===== config.mk =====
export PLATFORM = sky130hd
export DESIGN_NAME = tick_timebase
export DESIGN_NICKNAME = d
export VERILOG_FILES = /design/src/rtl/tick_pkg.sv /design/src/rtl/tick_timebase_mod_n_counter.sv /design/src/rtl/tick_timebase.sv
export SDC_FILE = /design/constraint.sdc
export NUM_CORES = 1
export LEC_CHECK = 0
export BUFFER_PORTS_ARGS = -buffer_cell sky130_fd_sc_hd__clkbuf_2
export CORE_UTILIZATION = 45
export CTS_CLUSTER_SIZE = 8
export DETAILED_ROUTE_END_ITERATION = 6
export HOLD_SLACK_MARGIN = 0.03
export PLACE_DENSITY = 0.75
export RECOVER_POWER = 50
export SYNTH_ARGS = -nofsm -noshare
export SYNTH_HDL_FRONTEND = slang
export SYNTH_SLANG_ARGS = --single-unit
export TNS_END_PERCENT = 50

===== constraint.sdc =====
create_clock -name clock_100Mhz -period 10.1 [get_ports clock_100Mhz]
set_input_delay 1.01 -clock clock_100Mhz [delete_from_list [all_inputs] [get_ports clock_100Mhz]]
set_output_delay 1.01 -clock clock_100Mhz [all_outputs]
set_load 0.02 [all_outputs]

===== src/rtl/tick_pkg.sv =====
// Shared constants and helpers for the tick timebase.
// Board clock, default rates and counter width helper.
package tick_pkg;

    localparam int CLK_HZ          = 100_000_000;
    localparam int ONE_SEC_PERIOD  = CLK_HZ;

    localparam int DEF_PERIOD      = 100;
    localparam int DEF_SEC_DIV     = 10;
    localparam int DEF_REFRESH_DIV = 4;

    // Width needed to hold 0..n-1, never less than one bit.
    function automatic int sel_width(input int n);
        return (n <= 1) ? 1 : $clog2(n);
    endfunction

endpackage


===== src/rtl/tick_timebase_mod_n_counter.sv =====
// Modulo counter with runtime terminal value.
// Wrap strobe fires on the step that reaches the terminal.
module mod_n_counter import tick_pkg::*; #(
    parameter int W = 8
) (
    input  logic         clk_i,
    input  logic         rst_i,
    input  logic         step_i,
    input  logic         clr_i,
    input  logic         zero_i,
    input  logic [W-1:0] term_i,
    output logic         wrap_o
);

    logic [W-1:0] cnt_q;
    logic [W-1:0] cnt_d;

    // A shortened terminal wraps at once thanks to >=.
    always_comb begin
        wrap_o = step_i && !clr_i && !zero_i && (cnt_q >= term_i);
    end

    // Next count: clear/zero first, then wrap or increment.
    always_comb begin
        cnt_d = cnt_q;
        if (clr_i || zero_i) begin
            cnt_d = '0;
        end else if (wrap_o) begin
            cnt_d = '0;
        end else if (step_i) begin
            cnt_d = cnt_q + W'(1);
        end
    end

    // Count register.
    always_ff @(posedge clk_i or posedge rst_i) begin
        if (rst_i) begin
            cnt_q <= '0;
        end else begin
            cnt_q <= cnt_d;
        end
    end

endmodule


===== src/rtl/tick_timebase.sv =====
// Programmable base tick, cascaded second tick,
// elapsed seconds and 7-segment digit scan.
module tick_timebase import tick_pkg::*; #(
    parameter int CNT_W          = 27,
    parameter int DEFAULT_PERIOD = DEF_PERIOD,
    parameter int SEC_DIV        = DEF_SEC_DIV,
    parameter int SEC_W          = 8,
    parameter int NUM_DIGITS     = 4,
    parameter int REFRESH_DIV    = DEF_REFRESH_DIV,
    parameter int DSEL_W         = sel_width(NUM_DIGITS)
) (
    input  logic                  clock_100Mhz,
    input  logic                  reset,
    input  logic                  enable,
    input  logic                  clear,
    input  logic                  period_load,
    input  logic [CNT_W-1:0]      period_i,
    output logic                  tick_base,
    output logic                  tick_sec,
    output logic [SEC_W-1:0]      sec_count,
    output logic                  sec_ovf,
    output logic [DSEL_W-1:0]     digit_sel,
    output logic [NUM_DIGITS-1:0] digit_en
);

    localparam int SC_W = sel_width(SEC_DIV);
    localparam int RC_W = sel_width(REFRESH_DIV);

    localparam logic [SC_W-1:0]   SEC_TERM = SC_W'(SEC_DIV - 1);
    localparam logic [RC_W-1:0]   REF_TERM = RC_W'(REFRESH_DIV - 1);
    localparam logic [DSEL_W-1:0] LAST_DIG = DSEL_W'(NUM_DIGITS - 1);

    logic [CNT_W-1:0]      period_q;
    logic [CNT_W-1:0]      period_d;
    logic [CNT_W-1:0]      pre_term;
    logic                  pre_wrap;
    logic                  sec_wrap;
    logic                  ref_wrap;
    logic                  tick_base_q;
    logic                  tick_sec_q;
    logic [SEC_W-1:0]      sec_count_q;
    logic [SEC_W-1:0]      sec_count_d;
    logic                  sec_ovf_q;
    logic                  sec_ovf_d;
    logic [DSEL_W-1:0]     digit_sel_q;
    logic [DSEL_W-1:0]     digit_sel_d;
    logic [NUM_DIGITS-1:0] digit_en_q;
    logic [NUM_DIGITS-1:0] digit_en_d;

    // Periods 0 and 1 both mean a tick every enabled clock.
    always_comb begin
        if (period_q <= CNT_W'(1)) begin
            pre_term = '0;
        end else begin
            pre_term = period_q - CNT_W'(1);
        end
    end

    // Prescaler: a load restarts the phase and suppresses the wrap.
    mod_n_counter #(.W(CNT_W)) u_pre (
        .clk_i  (clock_100Mhz),
        .rst_i  (reset),
        .step_i (enable),
        .clr_i  (clear),
        .zero_i (period_load),
        .term_i (pre_term),
        .wrap_o (pre_wrap)
    );

    // Second stage advances once per base tick.
    mod_n_counter #(.W(SC_W)) u_sec (
        .clk_i  (clock_100Mhz),
        .rst_i  (reset),
        .step_i (pre_wrap),
        .clr_i  (clear),
        .zero_i (1'b0),
        .term_i (SEC_TERM),
        .wrap_o (sec_wrap)
    );

    // Refresh divider runs every clock, blind to enable and clear.
    mod_n_counter #(.W(RC_W)) u_ref (
        .clk_i  (clock_100Mhz),
        .rst_i  (reset),
        .step_i (1'b1),
        .clr_i  (1'b0),
        .zero_i (1'b0),
        .term_i (REF_TERM),
        .wrap_o (ref_wrap)
    );

    // Period register keeps its value across clear.
    always_comb begin
        period_d = period_q;
        if (period_load && !clear) begin
            period_d = period_i;
        end
    end

    // Elapsed seconds and sticky wrap flag.
    always_comb begin
        sec_count_d = sec_count_q;
        sec_ovf_d   = sec_ovf_q;
        if (clear) begin
            sec_count_d = '0;
            sec_ovf_d   = 1'b0;
        end else if (sec_wrap) begin
            sec_count_d = sec_count_q + SEC_W'(1);
            if (&sec_count_q) begin
                sec_ovf_d = 1'b1;
            end
        end
    end

    // Digit scan index and its one-hot enable move together.
    always_comb begin
        digit_sel_d = digit_sel_q;
        if (ref_wrap) begin
            if (digit_sel_q == LAST_DIG) begin
                digit_sel_d = '0;
            end else begin
                digit_sel_d = digit_sel_q + DSEL_W'(1);
            end
        end
        digit_en_d = NUM_DIGITS'(1) << digit_sel_d;
    end

    // Control and tick registers.
    always_ff @(posedge clock_100Mhz or posedge reset) begin
        if (reset) begin
            period_q    <= CNT_W'(DEFAULT_PERIOD);
            tick_base_q <= 1'b0;
            tick_sec_q  <= 1'b0;
            sec_count_q <= '0;
            sec_ovf_q   <= 1'b0;
        end else begin
            period_q    <= period_d;
            tick_base_q <= pre_wrap;
            tick_sec_q  <= sec_wrap;
            sec_count_q <= sec_count_d;
            sec_ovf_q   <= sec_ovf_d;
        end
    end

    // Scan registers.
    always_ff @(posedge clock_100Mhz or posedge reset) begin
        if (reset) begin
            digit_sel_q <= '0;
            digit_en_q  <= NUM_DIGITS'(1);
        end else begin
            digit_sel_q <= digit_sel_d;
            digit_en_q  <= digit_en_d;
        end
    end

    assign tick_base = tick_base_q;
    assign tick_sec  = tick_sec_q;
    assign sec_count = sec_count_q;
    assign sec_ovf   = sec_ovf_q;
    assign digit_sel = digit_sel_q;
    assign digit_en  = digit_en_q;

endmodule


==> out/qor.txt, run 1 <==
TIMING
-----------------------------------------------------------------------------------------------
Relative slew margins                                                                     -165%
Setup-violating endpoint count in the final report                                            0
Hold Violations, Final                                                                        0
Transition time of the tightest slew-check pin                                          3980 ps
Post-route minimum period                                                               4930 ps
Total Negative Setup Slacks                                                                0 ps
Setup repair after global routing missed its margin                                          no
Final period util                                                                         48.8%
Final Skew                                                                              14.0 ps
Final count of pins violating max slew                                                       78
Max Clk Rate                                                                          0.203 GHz

CLOCK TREE
-----------------------------------------------------------------------------------------------
Clock input transition at the sequential cells of the worst setup and hold paths          90 ps
CTS Buf Count                                                                                 9
Maximum buffer depth of the clock tree                                                        2
Htree depth                                                                                   3
Post-CTS sizing                                                                               0
Clock tree from TritonCTS                                                                   yes
Root buffer cell                                                                       clkbuf_8
Count of hold buffers inserted by post-cts repair                                             0
Later-pin clock latency in the skew report                                               350 ps
Post-CTS repair timing setup buffer count                                                     0
Clock tree sinks                                                                             77

SETUP PATH
-----------------------------------------------------------------------------------------------
Largest incremental delay on the critical path                                           660 ps
Max FO, Critical Path                                                                        38
Worst Path Required                                                                    10370 ps
Cells along the critical path                                                      or4_4 > or3_4 > nor2_1 > nand3_1 > nand2_1 > ha_1 > a211oi_1 > o21ai_0 > a221oi_1 > nand2_1 > nor3_2 > buf_4 > o21ai_0 > a31oi_1
Worst Setup End Kind                                                                       flop
Slowest cell on the critical path                                                        nor3_2
Setup CP Type                                                                      flop to flop
Startpoint class of the critical path                                                      flop
Critical path arrival                                                                   5200 ps

DRT
-----------------------------------------------------------------------------------------------
DRC violation count after routing                                                             0
Avg Vias per Cell                                                                          5.63
First drt pass iteration count                                                                5
Iteration-0 DRC count of the detailed router                                                270
Drt wl/cell                                                                        14.5 microns
Number of antenna-violating nets in the routed design                                         0
Detailed-route wire length                                                         10400 microns
Number of vias in the routed layout                                                        4015

LOGIC SYNTHESIS
-----------------------------------------------------------------------------------------------
Number of storage elements in the synthesis netlist                                          77
Cell variety after synth                                                                     42
Adder and majority gate portion of the synthesized area                                   9.41%
Synthesized cell area                                                                4790 sq um
Portion of synthesized cell area occupied by the leading cell type                        38.1%
Sequential share of the synthesized area                                                  40.3%
Async SR Flop Fraction                                                                     100%
Area fraction in compound gates after synthesis                                           11.5%
Mean instance size in the synthesized netlist                                        9.05 sq um
Post-synth EDFFs                                                                              0
Share of synthesized cell area in and, or, nand and nor gates                             22.5%
Combinational family with the most area after synthesis                            simple AND/OR/NAND/NOR gates
Portion of netlist area occupied by mux cells                                             8.78%
Syn Inst Count                                                                              529
Share of the synthesized netlist area taken by xor and xnor gates                         4.21%
Post-Synthesis Net Count                                                                    597
Cell type with the highest aggregate area in the netlist                                dfrtp_1
Post-synth top flop                                                                     dfrtp_1
Top post-synthesis cells by area                                                   dfrtp_1 (38%), ha_1 (9.4%), mux2_2 (7.5%), nand2_1 (5.7%), a21oi_1 (3.7%)
Yosys warning count                                                                           0

RUN STATUS
-----------------------------------------------------------------------------------------------
Violations in the final reports                                                    capacitance limit, slew limit
Run status                                                                         complete, but fails checks

FINAL LAYOUT
-----------------------------------------------------------------------------------------------
Nets@finish                                                                                 640
Share of cells above drive strength 1                                                     18.9%
Area overhead of the layout relative to synthesis                                         12.4%
Multi-input combinational cell area                                                  2710 sq um
Sequential Area                                                                      1930 sq um
Final-layout fill cell count                                                                902
Antenna cell count                                                                            0

PWR
-----------------------------------------------------------------------------------------------
Total power density per cell area                                                   133 nW/um^2
Static power due to leakage                                                             2.53 nW
Worst IR Drop VDD                                                                        101 uV
Final Power                                                                            0.715 mW

GLOBAL ROUTING
-----------------------------------------------------------------------------------------------
First-pass GRT wire length                                                         17700 microns
Total overflow reported by the global router                                                  0
Global-route usage over all layers                                                        19.8%
Layer with the highest usage after global routing                                          met2
Fraction of met1 tracks used by global routing                                            27.2%
Number of global-route vias before repair                                                  3769
M2 GR Usage                                                                               31.6%
Largest net degree at the start of global routing                                            78
Met3 usage                                                                                3.12%
Antenna violations before repair                                                              0

MIN PATH
-----------------------------------------------------------------------------------------------
Worst hold path class                                                              flop to flop

FLOW RUN
-----------------------------------------------------------------------------------------------
MaxCap Viol Count                                                                             1

PLACE
-----------------------------------------------------------------------------------------------
# port buffers                                                                               48
HPWL after detailed placement                                                      7610 microns
Routability Congestion                                                                    0.871

FLOORPLANNING
-----------------------------------------------------------------------------------------------
FP Rows                                                                                      37
Standard cell core area                                                             10300 sq um
Starting density of the core                                                              46.4%
Y dimension of the die                                                              105 microns
# IOs                                                                                        49
Die area                                                                            11100 sq um
Die extent in x                                                                     105 microns

## metal layers
metal	wire length, microns	vias up	part of all wire, %
met5	0	-	0
met4	170	0	1.6
met3	380	13	3.7
met2	4890	107	47
met1	4930	1921	48
li1	-	1974	-
## final timing paths
| path | startpoint | end | slack [ps] | cells past startpoint |
|---|---|---|---|---|
| worst max-delay path | period_q[18] | u_pre.cnt_q[22] | 5170 | 14 |
| worst min-delay path | u_ref.cnt_q[0] | u_ref.cnt_q[0] | 430 | 1 |
| worst max register to register | period_q[18] | u_pre.cnt_q[22] | 5170 | 14 |
| worst min register to register | u_ref.cnt_q[0] | u_ref.cnt_q[0] | 430 | 1 |
| max in group asynchronous | reset | u_sec.cnt_q[1] | 5670 | 3 |
| min in group asynchronous | reset | sec_count[4] | 2160 | 3 |
## final cells by class
cell class              count  share of cell area [%]
multi-input cells         413                    50.3
flip-flops and latches     77                    35.9
repair buffers             52                    4.95
well taps                 136                    3.16
clock buffers              10                    2.56
clock inverters             6                    1.77
inverters                  19                    1.32
## layout by cell type, fill, tap and decap left out, types with 2 or more instances in the layout
cell         n
a22o_1       5
xnor2_1     10
a21oi_1     35
and3_1       7
nand2_1     73
dfrtp_1     73
a21o_1       4
clkbuf_2    48
a221oi_1     2
bufinv_16    2
nor4_1       7
nand2b_1     6
a211oi_1     2
ha_1        36
clkbuf_8    10
nand4_1     12
nor2b_1     12
nand3b_1     3
inv_1       18
nor2_1      41
or3_1        3
nor3_1      16
nand3_1     32
a32o_1       2
dfstp_2      4
xor2_1      13
o21ai_0     23
mux2i_1      6
or3_4        2
buf_4        3
a31oi_1     14
mux2_2      32
and4_1       3
clkinvlp_4   2
## Yosys cell counts, types with 4 or more instances
master and n:
mux2_2 32, ha_1 36, and3_1 7, buf_2 6, a21oi_1 35, nor2b_1 13
nor2_1 41, xnor2_1 10, nand3_1 32, inv_1 19, xor2_1 13, mux2i_1 6
dfstp_2 4, a31oi_1 14, a21o_1 4, a22o_1 5, nand4_1 12, nor3_1 17
nand2b_1 6, nand2_1 73, clkbuf_1 12, o21ai_0 23, dfrtp_1 73, nor4_1 7
## critical path, delay by kind of cell, from the launching register on
family                   cells  cell delay (ps)
AND/OR/NAND/NOR              7             2670
AO/OA/AOI/OAI                5             1010
buffers and inverters        1              450
flip-flops                   1              430
adder cells (fa/ha/maj)      1              270
## report_power, final
group	switching, mW	internal [mW]	total, mW
Sequential	0.0213	0.326	0.347
Clock	0.124	0.148	0.272
Combinational	0.0501	0.0464	0.0964
## state kept, by name (all words and copies together), names as in the netlist
register,flops
u_pre.cnt_q,27
tick_base,1
period_q,27
digit_sel,2
sec_ovf,1
digit_en,4
tick_sec,1
u_sec.cnt_q,4
u_ref.cnt_q,2
sec_count,8
## through the flow
step	setup slack [ps]	instance area, sq um	cells	hold WS [ps]	util [%]
2_1_floorplan	6010	4790	529	403	-
3_3_place_gp	5470	5150	697	414	49.9
3_5_place_dp	5250	5150	697	424	49.9
4_1_cts	5240	5390	713	437	52.2
5_1_grt	4760	5380	713	457	52.1
6_report	5170	5380	713	435	52.1
## cell families after synthesis
kind of cell,count (synthesis)
muxes,38
xor gates and xnor gates,23
adders and majority gates,36
AOI/OAI and AO/OA,93
and+or+nand+nor,223
DFF,77
buffers and inverters,39
(Power assumes the default switching activity.)
==> inputs of run 2 (changes only) <==
PLACE_DENSITY = 0.77   (was 0.75)
clock period = 4.05 ns   (was 10.1 ns; I/O delays follow)
==> run 2 against run 1 <==
  * The flow still finishes with violations (capacitance limit, slew limit)
  * Combinational power rose to 2.9 times the previous value
  * Clock power is 120% higher
  * Die area stayed put
  * Register-to-register slack worse by 5100 ps
  * Sequential power up 150%
  * Critical path type unchanged
  * Largest cell class unchanged
==> out/qor.txt, run 2 (same netlist as run 1, synthesis figures left out) <==
FLOORPLANNING
-----------------------------------------------------------------------------------------------
Die extent in x                                                                     105 microns   unchanged
Y dimension of the die                                                              105 microns   unchanged
Starting density of the core                                                              46.4%   unchanged
FP Rows                                                                                      37   unchanged
Standard cell core area                                                             10300 sq um   unchanged
# IOs                                                                                        49   unchanged
Die area                                                                            11100 sq um   unchanged

PWR
-----------------------------------------------------------------------------------------------
Switching power of the nets                                                            0.495 mW   +150%
Fraction of power consumed by sequential logic                                            49.8%   +1.3 points
Combinational share of power                                                              16.1%   +2.6 points
Worst IR Drop VDD                                                                        311 uV   +210%
Final Power                                                                             1.73 mW   +140%
Switching power share of the total                                                        28.6%   +1.4 points
Static power due to leakage                                                             2.62 nW   +3.6%
Total power density per cell area                                                   308 nW/um^2   +130%
Internal power summed over all cells                                                    1.23 mW   +140%
Clock network power share                                                                 34.1%   -3.9 points

FINAL LAYOUT
-----------------------------------------------------------------------------------------------
Finished Cell Area                                                                   5610 sq um   +4.3%
Share of cells above drive strength 1                                                     21.4%   +2.5 points
Nets@finish                                                                                 660   +3.1%
Antenna cell count                                                                            0   unchanged
Most frequent cells in the layout                                                  nand2_1 (73), dfrtp_1 (73), nor2_1 (40)
Final-layout fill cell count                                                                914   +1.3%
Area overhead of the layout relative to synthesis                                         17.2%

GLOBAL ROUTING
-----------------------------------------------------------------------------------------------
First-pass GRT wire length                                                         17900 microns   +1.3%
Total overflow reported by the global router                                                  0   unchanged
Number of global-route vias before repair                                                  3841   +1.9%
Antenna violations before repair                                                              0   unchanged
Global-route usage over all layers                                                        20.2%   +0.43 points
Largest net degree at the start of global routing                                            53   -32%

SETUP PATH
-----------------------------------------------------------------------------------------------
Setup CP Type                                                                      flop to flop
Setup slack of the most critical reg-to-reg path                                          30 ps   -5140 ps
Worst Setup End Kind                                                                       flop
Launching element of the worst setup path                                          period_q[20]
Worst reg-to-reg path cell count                                                             17   +3
Number of cells on the critical path                                                         17   +3
Startpoint class of the critical path                                                      flop
Critical path arrival                                                                   4270 ps   -930 ps
Worst R2R Start                                                                    period_q[20]
Cells along the critical path                                                      or4_4 > or3_4 > or3_4 > or3_4 > xnor2_2 > nand2_1 > ha_4 > nand3_4 > nor3_2 > nand2_1 > a211oi_2 > buf_4 > nor3_4 > buf_12 > buf_12 > a21o_1 > a22o_1
Family with the most delay on the worst path                                       simple AND/OR/NAND/NOR gates
Slowest cell on the critical path                                                         or4_4
Largest incremental delay on the critical path                                           540 ps   -120 ps
Most Frequent Cell on Critical Path                                                       or3_4
Worst Path Required                                                                     4290 ps   -6080 ps
Max FO, Critical Path                                                                        13   -66%
Bufs and invs on worst path                                                                   3   +2

CLOCK TREE
-----------------------------------------------------------------------------------------------
Htree depth                                                                                   3   unchanged
Later-pin clock latency in the skew report                                               360 ps   about the same
Root buffer cell                                                                       clkbuf_8
Maximum buffer depth of the clock tree                                                        2   unchanged
CTS Buf Count                                                                                 9   unchanged
Clock tree from TritonCTS                                                                   yes
Count of hold buffers inserted by post-cts repair                                             0   unchanged
Clock tree sinks                                                                             77   unchanged
Clock input transition at the sequential cells of the worst setup and hold paths          80 ps   about the same

TIMING
-----------------------------------------------------------------------------------------------
Final count of pins violating max slew                                                       53   -32%
Post-route minimum period                                                               4020 ps   -911 ps
Hold Violations, Final                                                                        0   unchanged
Final Skew                                                                              11.3 ps   -2.71 ps
Relative slew margins                                                                    -28.0%   +140 points
Setup-violating endpoint count in the final report                                            0   unchanged
Transition time of the tightest slew-check pin                                          1920 ps   -2060 ps
Final setup slack of the worst path                                                     27.5 ps   -5140 ps
Worst hold slack                                                                         270 ps   -165 ps
Max Clk Rate                                                                          0.249 GHz   +23%
Total Negative Setup Slacks                                                                0 ps   unchanged
Final period util                                                                         99.3%   +50 points

DRT
-----------------------------------------------------------------------------------------------
Drt wl/cell                                                                        15.0 microns   +2.9%
First drt pass iteration count                                                                5   unchanged
Number of antenna-violating nets in the routed design                                         0   unchanged
Avg Vias per Cell                                                                          5.62   -0.14%
Iteration-0 DRC count of the detailed router                                                300   +11%
Number of vias in the routed layout                                                        4122   +2.7%
Detailed-route wire length                                                         11000 microns   +5.8%
DRC violation count after routing                                                             0   unchanged

PLACE
-----------------------------------------------------------------------------------------------
# port buffers                                                                               48   unchanged
Placement Setup Slack                                                                  -23.0 ps   -5270 ps
Routability Congestion                                                                    0.866   -0.62%
Post-placement cell area                                                             5290 sq um   +2.7%
HPWL after detailed placement                                                      7910 microns   +4.0%

RUN STATUS
-----------------------------------------------------------------------------------------------
Violations in the final reports                                                    capacitance limit, slew limit
Run status                                                                         complete, but fails checks

MIN PATH
-----------------------------------------------------------------------------------------------
Hold Path Stages                                                                              2   +1
Worst hold path class                                                              input pin to flop
Min-delay src                                                                      period_i[22]

FLOW RUN
-----------------------------------------------------------------------------------------------
MaxCap Viol Count                                                                             1   unchanged

-- run 2: path summary, 6_finish.rpt --
path / end
worst max-delay path: u_pre.cnt_q[25]
min in group asynchronous: sec_count[2]
worst min-delay path: period_q[22]
worst min register to register: u_ref.cnt_q[0]
worst max register to register: u_pre.cnt_q[25]
max in group asynchronous: u_pre.cnt_q[0]
-- run 2: layout make-up --
cell class	instances	area (sq um)	share of cell area, %
Multi-Input combinational cell	413	2780	49.5
Sequential cell	77	1930	34.4
Timing Repair Buffer	72	473	8.42
Tap cell	136	170	3.03
Clock buffer	10	128	2.27
Inverter	19	71.3	1.27
Clock inverter	6	61.3	1.09
-- run 2: through the flow --
step                      instances  utilization [%]
final                           733             54.4
after global routing            733             54.4
after CTS                       729             53.2
after detailed placement        713             51.3
after global placement          713             51.3
after floorplan                 529                -
-- run 2: power groups by stage --
stage	Clock [mW]	Sequential, mW	Combinational (mW)
floorplan	0	0.865	0.186
global placement	0	0.870	0.245
detailed placement	0	0.874	0.260
CTS	0.592	0.859	0.262
global route	0.619	0.868	0.313
finish	0.590	0.861	0.278
-- run 2: worst reg2reg max path: cells and delay by family, from the launching register on --
kind | cells | cell delay [ps]
fa+ha+maj | 1 | 300
buf+inv | 3 | 410
compound gates | 3 | 530
simple gates | 9 | 2140
flops | 1 | 390
xor+xnor | 1 | 120
-- run 2: layer usage --
| layer | vias to the layer above | routed length (microns) | global-route usage [%] |
|---|---|---|---|
| li1 | 2009 | - | - |
| met3 | 13 | 442 | 2.81 |
| met4 | 0 | 170 | 6.64 |
| met1 | 1986 | 4950 | 27.1 |
| met5 | - | 0 | 0 |
| met2 | 114 | 5410 | 33.6 |
-- run 2: repair_timing --
action	in CTS	in global routing
setup endpoints to repair	2	34
cloned	0	1
pin swaps	0	3
setup buffers	0	3
gates resized for setup	2	15
==> inputs of run 3 (changes only) <==
PLACE_DENSITY = 0.75   (was 0.77)
==> run 3 against run 2 <==
  * The run still ends with capacitance limit, slew limit left
  * Clock skew increased by 3.3 ps
  * Final area increased by 1.4%
  * Via count increased by 2.8%
  * Final cell count increased by 1.1%
  * Clock-buffer cell count increased by 1
  * Register-to-register slack about the same
  * Global-route usage about the same
  * Non-clock buffer count increased by 8
  * Combinational power increased by 2%
  * Critical path depth unchanged
  * Wire length increased by 2.1%
  * Die area unchanged
  * Critical path type unchanged
  * Largest cell class unchanged
  * Largest power group unchanged
  * Highest routed layer unchanged
==> out/qor.txt, run 3 (same netlist as run 1, synthesis figures left out) <==
GLOBAL ROUTING
-----------------------------------------------------------------------------------------------
Total overflow reported by the global router                                                  0   unchanged
Global-route usage over all layers                                                        20.2%   about the same
Largest net degree at the start of global routing                                            45   -15%
Layer with the highest usage after global routing                                          met2
Antenna violations before repair                                                              0   unchanged
First-pass GRT wire length                                                         17900 microns   +0.16%
Met3 usage                                                                                2.93%   +0.12 points
M2 GR Usage                                                                               34.2%   +0.61 points
Number of global-route vias before repair                                                  3972   +3.4%
Fraction of met1 tracks used by global routing                                            25.6%   -1.5 points

PWR
-----------------------------------------------------------------------------------------------
Fraction of power consumed by sequential logic                                            48.2%   -1.6 points
Internal power summed over all cells                                                    1.31 mW   +6.4%
Static power due to leakage                                                             2.68 nW   +2.0%
Switching power share of the total                                                        26.5%   -2.1 points
Clock network power share                                                                 36.0%   +1.9 points
Switching power of the nets                                                            0.473 mW   -4.4%
Total power density per cell area                                                   314 nW/um^2   +1.9%
Combinational share of power                                                              15.8%   -0.3 points
Worst IR Drop VDD                                                                        247 uV   -20%

PLACE
-----------------------------------------------------------------------------------------------
Placed cell count                                                                           714   +0.14%
# port buffers                                                                               48   unchanged
Routability Congestion                                                                    0.814   -6.0%
HPWL after detailed placement                                                      8000 microns   +1.1%

TIMING
-----------------------------------------------------------------------------------------------
Total Negative Setup Slacks                                                                0 ps   unchanged
Final period util                                                                         99.1%   -0.21 points
Max Clk Rate                                                                          0.249 GHz   +0.22%
Final Skew                                                                              14.6 ps   +3.29 ps
Setup repair after global routing missed its margin                                         yes
Relative slew margins                                                                    -57.9%   -30 points
Worst hold slack                                                                         263 ps   -6.50 ps
Final count of pins violating max slew                                                       45   -15%
Setup-violating endpoint count in the final report                                            0   unchanged
Transition time of the tightest slew-check pin                                          2370 ps   +451 ps
Hold Violations, Final                                                                        0   unchanged
Post-route minimum period                                                               4010 ps   -8.68 ps

FINAL LAYOUT
-----------------------------------------------------------------------------------------------
Antenna cell count                                                                            0   unchanged
Share of cells above drive strength 1                                                     23.0%   +1.5 points
Multi-input combinational cell area                                                  2780 sq um   about the same
Area overhead of the layout relative to synthesis                                         18.8%
Final core utilization                                                                    55.1%   +0.74 points
Nets@finish                                                                                 668   +1.2%
Most frequent cells in the layout                                                  nand2_1 (73), dfrtp_1 (73), clkbuf_2 (42)
Final standard cell count with taps included and fillers excluded                           741   +1.1%
Final-layout fill cell count                                                                876   -4.2%
Sequential Area                                                                      1930 sq um   unchanged

DRT
-----------------------------------------------------------------------------------------------
Number of antenna-violating nets in the routed design                                         0   unchanged
Number of vias in the routed layout                                                        4236   +2.8%
Avg Vias per Cell                                                                          5.72   +1.7%
DRC violation count after routing                                                             0   unchanged
Iteration-0 DRC count of the detailed router                                                351   +17%
Drt wl/cell                                                                        15.1 microns   +0.98%
First drt pass iteration count                                                                5   unchanged
Detailed-route wire length                                                         11200 microns   +2.1%

FLOORPLANNING
-----------------------------------------------------------------------------------------------
Die area                                                                            11100 sq um   unchanged
# IOs                                                                                        49   unchanged
Die extent in x                                                                     105 microns   unchanged
Y dimension of the die                                                              105 microns   unchanged
Standard cell core area                                                             10300 sq um   unchanged
FP Rows                                                                                      37   unchanged
Starting density of the core                                                              46.4%   unchanged

SETUP PATH
-----------------------------------------------------------------------------------------------
Family with the most delay on the worst path                                       simple AND/OR/NAND/NOR gates
Max FO, Critical Path                                                                         8   -5
Worst reg-to-reg path cell count                                                             17   unchanged
Largest incremental delay on the critical path                                           540 ps   about the same
Worst R2R Start                                                                    period_q[20]
Setup CP Type                                                                      flop to flop
Termination of the worst setup path                                                u_pre.cnt_q[25]
Setup slack of the most critical reg-to-reg path                                          40 ps   about the same
Launching element of the worst setup path                                          period_q[20]
Worst Setup End Kind                                                                       flop
Bufs and invs on worst path                                                                   3   unchanged
Terminus of the critical flop-to-flop path                                         u_pre.cnt_q[25]
Startpoint class of the critical path                                                      flop
Cells along the critical path                                                      or4_4 > or3_4 > or3_4 > or3_1 > xnor2_1 > nand2_1 > ha_4 > nand3_4 > nor3_2 > nand2_1 > a211oi_2 > buf_4 > nor3_4 > buf_6 > clkbuf_16 > a21o_1 > a22o_1
Critical path arrival                                                                   4270 ps   about the same
Worst Path Required                                                                     4300 ps   about the same
Slowest cell on the critical path                                                         or4_4
Number of cells on the critical path                                                         17   unchanged

RUN STATUS
-----------------------------------------------------------------------------------------------
Run status                                                                         complete, but fails checks
Violations in the final reports                                                    capacitance limit, slew limit

CLOCK TREE
-----------------------------------------------------------------------------------------------
Maximum buffer depth of the clock tree                                                        2   unchanged
Root buffer cell                                                                       clkbuf_8
CTS Buf Count                                                                                 9   unchanged
Later-pin clock latency in the skew report                                               370 ps   about the same
Htree depth                                                                                   3   unchanged
Clock tree from TritonCTS                                                                   yes
Clock tree sinks                                                                             77   unchanged
Clock input transition at the sequential cells of the worst setup and hold paths          70 ps   about the same

MIN PATH
-----------------------------------------------------------------------------------------------
Min-delay src                                                                       period_i[0]
Worst hold path class                                                              input pin to flop

FLOW RUN
-----------------------------------------------------------------------------------------------
MaxCap Viol Count                                                                             1   unchanged

run 3: cell count changes in the layout (fill, tap and decap cells not counted), sizes merged:
| cell | change |
|---|---|
| inv | -1 |
| bufinv | +1 |
| buf | +7 |
| clkbuf | +2 |
| clkinvlp | -1 |
run 3: how the worst min path moves through the flow:
stage / to / slack, ps / cells past startpoint
finish: period_q[0] / 260 / 3
global route: period_q[0] / 270 / 3
CTS: period_q[26] / 130 / 2
detailed placement: u_ref.cnt_q[0] / 420 / 1
global placement: u_ref.cnt_q[0] / 410 / 1
floorplan: u_ref.cnt_q[0] / 400 / 1
run 3: layout make-up:
type | instances | share of cell area [%]
clock buffers | 11 | 2.48
flip-flops and latches | 77 | 33.9
well taps | 136 | 2.99
clock inverters | 5 | 1.32
repair buffers | 80 | 9.19
multi-input cells | 413 | 48.8
inverters | 19 | 1.25
run 3: per-stage QoR:
stage / cell area (sq um) / worst slack, ps / total power, mW
4_1_cts: 5520 / 35.1 / 1.77
3_5_place_dp: 5300 / -47.4 / 1.14
5_1_grt: 5690 / -67.7 / 1.86
3_3_place_gp: 5300 / 101 / 1.12
2_1_floorplan: 4790 / 61.9 / 1.05
6_report: 5690 / 36.2 / 1.79
run 3: timing repair:
item,4_1_cts,5_1_grt
pin swaps,1,11
hold buffers,0,0
endpoints found under the setup margin,2,35
cloned,0,2
resized for setup,1,18
buffers inserted,0,9
run 3: power groups by stage:
stage / combinational (mW) / clock [mW] / sequential [mW]
2_1_floorplan: 0.186 / 0 / 0.865
3_3_place_gp: 0.248 / 0 / 0.871
3_5_place_dp: 0.261 / 0 / 0.875
4_1_cts: 0.262 / 0.650 / 0.860
5_1_grt: 0.314 / 0.680 / 0.867
6_report: 0.283 / 0.642 / 0.861
run 3: worst reg2reg max path, delay by kind of cell (launching register included):
kind,cells,cell delay (ps)
xor gates and xnor gates,1,150
DFF,1,390
adders and majority gates,1,300
AOI/OAI and AO/OA,3,490
and+or+nand+nor,9,2130
buffers and inverters,3,440
run 3: metal layers:
layer | share of wire [%] | up-vias
met4 | 2.3 | 0
met3 | 5.3 | 29
li1 | - | 2022
met2 | 50 | 155
met1 | 43 | 2030
met5 | 0 | -
